$ cat config.mk
export PLATFORM = sky130hd
export DESIGN_NAME = syn_weight_arbiter
export DESIGN_NICKNAME = d
export VERILOG_FILES = /design/src/rtl/syn_pkg.sv /design/src/rtl/syn_sat_update.sv /design/src/rtl/syn_weight_arbiter.sv
export SDC_FILE = /design/constraint.sdc
export NUM_CORES = 1
export LEC_CHECK = 0
export BUFFER_PORTS_ARGS = -buffer_cell sky130_fd_sc_hd__buf_2
export CORE_MARGIN = 2
export CORE_UTILIZATION = 51
export DETAILED_ROUTE_END_ITERATION = 6
export PLACE_DENSITY = 0.95
export SLEW_MARGIN = 20
export SYNTH_ARGS = -nofsm -noshare
export SYNTH_HDL_FRONTEND = slang
export SYNTH_SLANG_ARGS = --single-unit
$ cat constraint.sdc
create_clock -name clk -period 7 [get_ports clk]
set_input_delay 0.7 -clock clk [delete_from_list [all_inputs] [get_ports clk]]
set_output_delay 0.7 -clock clk [all_outputs]
set_load 0.01 [all_outputs]
$ cat src/rtl/syn_pkg.sv
// Shared types and helpers for the synapse weight BRAM controller.
package syn_pkg;

    localparam int unsigned WEIGHT_W     = 8;
    localparam int unsigned NUM_COL      = 4;
    localparam int unsigned WORD_W       = 32;
    localparam int unsigned NUM_WORDS    = 32;
    localparam int unsigned WADDR_W      = 7;
    localparam int unsigned MADDR_W      = 5;
    localparam int unsigned LANE_W       = 2;
    localparam int unsigned STARVE_LIMIT = 4;
    localparam int unsigned STARVE_W     = 3;

    typedef enum logic [1:0] {
        ST_INIT  = 2'd0,
        ST_IDLE  = 2'd1,
        ST_UP_RD = 2'd2,
        ST_UP_WR = 2'd3
    } state_t;

    // Byte write enable for a single weight lane.
    function automatic logic [NUM_COL-1:0] lane_we(input logic [LANE_W-1:0] lane);
        case (lane)
            2'd0:    return 4'b0001;
            2'd1:    return 4'b0010;
            2'd2:    return 4'b0100;
            default: return 4'b1000;
        endcase
    endfunction

    function automatic logic [WEIGHT_W-1:0] lane_byte(input logic [WORD_W-1:0] word,
                                                      input logic [LANE_W-1:0] lane);
        case (lane)
            2'd0:    return word[WEIGHT_W-1:0];
            2'd1:    return word[2*WEIGHT_W-1:WEIGHT_W];
            2'd2:    return word[3*WEIGHT_W-1:2*WEIGHT_W];
            default: return word[4*WEIGHT_W-1:3*WEIGHT_W];
        endcase
    endfunction

    // Unsigned weight plus signed delta, clamped to [0, 255]; the 10-bit sum covers -128..382.
    function automatic logic [WEIGHT_W-1:0] sat_add(input logic [WEIGHT_W-1:0] old_w,
                                                    input logic [WEIGHT_W-1:0] delta);
        logic [WEIGHT_W+1:0] sum;
        sum = {2'b00, old_w} + {{2{delta[WEIGHT_W-1]}}, delta};
        if (sum[WEIGHT_W+1])
            return '0;
        else if (sum[WEIGHT_W])
            return '1;
        else
            return sum[WEIGHT_W-1:0];
    endfunction

endpackage

$ cat src/rtl/syn_sat_update.sv
// Lane extract plus saturating STDP add on a raw BRAM word.
module syn_sat_update
    import syn_pkg::*;
(
    input  logic [WORD_W-1:0]   word,
    input  logic [LANE_W-1:0]   lane,
    input  logic [WEIGHT_W-1:0] delta,
    output logic [WEIGHT_W-1:0] new_weight_c
);

    assign new_weight_c = sat_add(lane_byte(word, lane), delta);

endmodule

$ cat src/rtl/syn_weight_arbiter.sv
// Synapse weight BRAM owner: table load, spike reads, STDP read-modify-write with
// read-over-update arbitration and a starvation guard.
module syn_weight_arbiter
    import syn_pkg::*;
(
    input  logic                clk,
    input  logic                rst,
    input  logic                kill,
    input  logic                init_valid,
    input  logic [WORD_W-1:0]   init_data,
    output logic                init_ready,
    output logic                init_done,
    input  logic                rd_valid,
    input  logic [WADDR_W-1:0]  rd_addr,
    output logic                rd_ready,
    output logic                rd_rvalid,
    output logic [WEIGHT_W-1:0] rd_weight,
    input  logic                up_valid,
    input  logic [WADDR_W-1:0]  up_addr,
    input  logic [WEIGHT_W-1:0] up_delta,
    output logic                up_ready,
    output logic                mem_en,
    output logic [NUM_COL-1:0]  mem_we,
    output logic [MADDR_W-1:0]  mem_addr,
    output logic [WORD_W-1:0]   mem_wdata,
    input  logic [WORD_W-1:0]   mem_rdata
);

    state_t                state_q, state_d;
    logic [MADDR_W-1:0]    load_cnt_q, load_cnt_d;
    logic [STARVE_W-1:0]   starve_q, starve_d;
    logic                  kill_pend_q, kill_pend_d;
    logic                  init_done_d;
    logic                  rd_rvalid_d;
    logic [LANE_W-1:0]     rd_lane_q, rd_lane_d;
    logic [LANE_W-1:0]     up_lane_q, up_lane_d;
    logic [MADDR_W-1:0]    up_word_q, up_word_d;
    logic [WEIGHT_W-1:0]   up_delta_q, up_delta_d;
    logic [WEIGHT_W-1:0]   new_q, new_d;
    logic [WEIGHT_W-1:0]   new_weight_c;
    logic                  kill_eff;
    logic                  up_force;

    syn_sat_update u_sat (
        .word         (mem_rdata),
        .lane         (up_lane_q),
        .delta        (up_delta_q),
        .new_weight_c (new_weight_c)
    );

    assign kill_eff = kill | kill_pend_q;
    assign up_force = (starve_q == STARVE_W'(STARVE_LIMIT));

    // BRAM data lands the cycle after accept, so the lane is the registered part.
    assign rd_weight = rd_rvalid ? lane_byte(mem_rdata, rd_lane_q) : '0;

    always_ff @(posedge clk or negedge rst) begin
        if (!rst) begin
            state_q     <= ST_INIT;
            load_cnt_q  <= '0;
            starve_q    <= '0;
            kill_pend_q <= 1'b0;
            init_done   <= 1'b0;
            rd_rvalid   <= 1'b0;
            rd_lane_q   <= '0;
            up_lane_q   <= '0;
            up_word_q   <= '0;
            up_delta_q  <= '0;
            new_q       <= '0;
        end else begin
            state_q     <= state_d;
            load_cnt_q  <= load_cnt_d;
            starve_q    <= starve_d;
            kill_pend_q <= kill_pend_d;
            init_done   <= init_done_d;
            rd_rvalid   <= rd_rvalid_d;
            rd_lane_q   <= rd_lane_d;
            up_lane_q   <= up_lane_d;
            up_word_q   <= up_word_d;
            up_delta_q  <= up_delta_d;
            new_q       <= new_d;
        end
    end

    always_comb begin
        state_d     = state_q;
        load_cnt_d  = load_cnt_q;
        starve_d    = starve_q;
        kill_pend_d = kill_pend_q | kill;
        init_done_d = init_done;
        rd_rvalid_d = 1'b0;
        rd_lane_d   = rd_lane_q;
        up_lane_d   = up_lane_q;
        up_word_d   = up_word_q;
        up_delta_d  = up_delta_q;
        new_d       = new_q;
        init_ready  = 1'b0;
        rd_ready    = 1'b0;
        up_ready    = 1'b0;
        mem_en      = 1'b0;
        mem_we      = '0;
        mem_addr    = '0;
        mem_wdata   = '0;

        case (state_q)
            ST_INIT: begin
                if (kill_eff) begin
                    load_cnt_d  = '0;
                    kill_pend_d = 1'b0;
                end else begin
                    init_ready = 1'b1;
                    if (init_valid) begin
                        mem_en     = 1'b1;
                        mem_we     = '1;
                        mem_addr   = load_cnt_q;
                        mem_wdata  = init_data;
                        load_cnt_d = load_cnt_q + MADDR_W'(1);
                        if (load_cnt_q == MADDR_W'(NUM_WORDS - 1)) begin
                            init_done_d = 1'b1;
                            state_d     = ST_IDLE;
                        end
                    end
                end
            end
            ST_IDLE: begin
                if (kill_eff) begin
                    state_d     = ST_INIT;
                    load_cnt_d  = '0;
                    init_done_d = 1'b0;
                    kill_pend_d = 1'b0;
                end else if (up_valid && (up_force || !rd_valid)) begin
                    up_ready   = 1'b1;
                    mem_en     = 1'b1;
                    mem_addr   = up_addr[WADDR_W-1:LANE_W];
                    up_word_d  = up_addr[WADDR_W-1:LANE_W];
                    up_lane_d  = up_addr[LANE_W-1:0];
                    up_delta_d = up_delta;
                    starve_d   = '0;
                    state_d    = ST_UP_RD;
                end else if (rd_valid) begin
                    rd_ready    = 1'b1;
                    mem_en      = 1'b1;
                    mem_addr    = rd_addr[WADDR_W-1:LANE_W];
                    rd_rvalid_d = 1'b1;
                    rd_lane_d   = rd_addr[LANE_W-1:0];
                    if (up_valid && !up_force)
                        starve_d = starve_q + STARVE_W'(1);
                end
            end
            ST_UP_RD: begin
                new_d   = new_weight_c;
                state_d = ST_UP_WR;
            end
            ST_UP_WR: begin
                mem_en    = 1'b1;
                mem_we    = lane_we(up_lane_q);
                mem_addr  = up_word_q;
                mem_wdata = {NUM_COL{new_q}};
                state_d   = ST_IDLE;
            end
            default: state_d = ST_INIT;
        endcase

        if (!up_valid)
            starve_d = '0;

        // Nothing reaches the BRAM or the handshakes while reset is held.
        if (!rst) begin
            init_ready = 1'b0;
            rd_ready   = 1'b0;
            up_ready   = 1'b0;
            mem_en     = 1'b0;
            mem_we     = '0;
            mem_addr   = '0;
            mem_wdata  = '0;
        end
    end

endmodule

==> results.json <==
{
  "ys_seq_elements": 38,
  "track_usage": 0.280,
  "synth_area_per_cell_um2": 8.33,
  "cts.sinks": 38,
  "cts_buffers": 5,
  "via_per_inst": 5.93,
  "dp_hpwl_um": 7380,
  "routed_wl_um": 9680,
  "fin_nets": 619,
  "first_iter_violations": 262,
  "cts_resized": 0,
  "fp.dieArea_um2": 6780,
  "area_growth_pct": 26.2,
  "htreeDepth": 2,
  "cp.required_ps": 6300,
  "row_count": 28,
  "power_density_nw_per_um2": 371,
  "design_area_um2": 3950,
  "worstSetupPathType": "in -> out",
  "die_x_um": 82.4,
  "grt.busiest_layer": "met2",
  "crit_fanout": 17,
  "hold_buffers": 0,
  "layout_commonest_cell": "buf_2",
  "rsz0062_at_grt": "false",
  "setup_viol": 0,
  "max-vdd-ir-drop_uv": 267,
  "yosysUniqueCellTypes": 47,
  "fillCellCount": 480,
  "r2r-end": "new_q[1]$_DFFE_PN0P_",
  "clkSlewWorstSetupHoldPaths_ps": 70,
  "grt_start_max_net_pins": 44,
  "place_area_um2": 3870,
  "cts_tree": "yes",
  "yosysWarnings": 0,
  "grt_overflow_total": 0,
  "min_path_type": "in -> async",
  "antenna_found_initial": 0,
  "remaining_drc_errors": 0,
  "antennaDiodeCount": 0,
  "synthesis.area_um2": 3130,
  "initial_utilization": 0.529,
  "synth_area_leaders": "dfrtp_1, mux4_2, nand2_1",
  "layout-drive-gt1-share": 0.352,
  "synth_largest_area_cell": "dfrtp_1",
  "grt_util_met3": 0.0533,
  "clk_latency_ps": 290,
  "worst_setup_path_start_kind": "input pin",
  "clockBufferDepth": 2,
  "r2r-start": "up_lane_q[0]$_DFFE_PN0P_",
  "setup_tns_ps": 0,
  "synth_edf_count": 0,
  "grt_use_met2": 0.506,
  "period_minus_slack_ps": 3410,
  "grt_first_pass_wirelength_um": 14500,
  "cts_setup_buffers": 0,
  "pin_count": 147,
  "yosysSeqAreaShare": 0.304,
  "cts_root_buf": "clkbuf_8",
  "post_synth_inst_count": 376,
  "hold_violations": 0,
  "regToRegSetupSlack_ps": 3770,
  "syn_nets": 487,
  "synthArstFlopShare": 1.00,
  "outcome": "completed",
  "max_freq_mhz": 293,
  "p_leak_uw": 0.00195,
  "wire_per_inst_um": 16.6,
  "arrival_ps": 2710,
  "synth_flop_cell": "dfrtp_1",
  "grt_pass1_vias": 3109,
  "tightest_slew_ps": 761,
  "drv_cap": 0,
  "synth_top_area_frac": 0.304,
  "gp_congestion": 0.852,
  "port-buffer-count": 146,
  "slew_headroom": 0.492,
  "post-route-period-util": 0.488,
  "final_cell_mix": "buf_2, nand2_1, a21oi_1, dfrtp_1, ha_1",
  "firstDrtPassIters": 7,
  "r2r_cells": 9,
  "dp.cells": 576,
  "final_max_slew_viol_count": 0,
  "dieHeight_um": 82.4,
  "vias": 3458,
  "cp-end-kind": "output port",
  "finClkSkew_ps": 4.97,
  "final_cells": 583,
  "met1_usage": 0.335,
  "core_um2": 5920,
  "critPathLaunch": "kill",
  "fin_util": 0.668,
  "drtAntennaViolNets": 0
}
## sequential cells by signal, summed over array words and instances, names as in the netlist
name,count
new_q,8
up_delta_q,8
load_cnt_q,5
up_word_q,5
starve_q,3
rd_lane_q,2
state_q,2
up_lane_q,2
init_done,1
kill_pend_q,1
rd_rvalid,1
## metrics by stage
step | setup slack [ps] | hold WS [ps] | power [uW]
after floorplan | 4200 | 404 | 1070
after global placement | 3370 | 459 | 1230
after detailed placement | 3530 | 462 | 1290
after CTS | 3520 | 485 | 1440
after global routing | 3380 | 511 | 1570
final | 3590 | 470 | 1470
## worst max-delay path: stages
cell and delay, ps:
buf_2 110, nor2_1 480, nand2_1 310, nor2_2 650
nand2_1 160, a21oi_1 150, buf_2 150
## kinds of logic (layout without fill, tap and decap cells)
group / after synthesis / after routing / synth area share
simple gates: 159 / 159 / 0.233
compound gates: 101 / 101 / 0.197
flops: 38 / 38 / 0.304
buf+inv: 35 / 167 / 0.0443
mux: 20 / 20 / 0.133
fa+ha+maj: 19 / 19 / 0.0783
xor+xnor: 4 / 4 / 0.0112
## worst max path at each step
stage                                 endpoint  depth (start not counted)
after global routing               mem_addr[4]                          7
after detailed placement          mem_wdata[7]                          5
after global placement            mem_wdata[7]                          6
final                              mem_addr[0]                          7
after floorplan           new_q[0]$_DFFE_PN0P_                          9
after CTS                         mem_wdata[7]                          5
## metal layers
layer	share of wire	up-vias	wire, um
met5	0	-	0
met4	0.020	0	193
met3	0.097	25	940
met2	0.49	229	4790
met1	0.39	1598	3760
li1	-	1606	-
## power by group
part           internal [uW]  leakage [uW]  switching (uW)
registers                304      0.000483             111
clock network           68.7     0.0000383            79.0
logic                    398       0.00143             504
## synthesized netlist by cell type, types with 7 or more instances
cell type and instances:
a21oi_1 53, a22oi_1 7, and2_1 12, clkbuf_1 15, dfrtp_1 38, ha_1 18, inv_1 13, mux4_2 16
nand2_1 95, nand2b_1 8, nand3_1 9, nor2_1 11, o21ai_0 14
## cell type report
type	instances	area, um^2	share of cell area
Clock buffer	7	76.3	0.0193
Inverter	13	48.8	0.0123
Multi-Input combinational cell	303	2050	0.517
Sequential cell	38	951	0.241
Tap cell	75	93.8	0.0237
Timing Repair Buffer	147	738	0.187
Note: power is estimated with default switching activity, not from simulation.
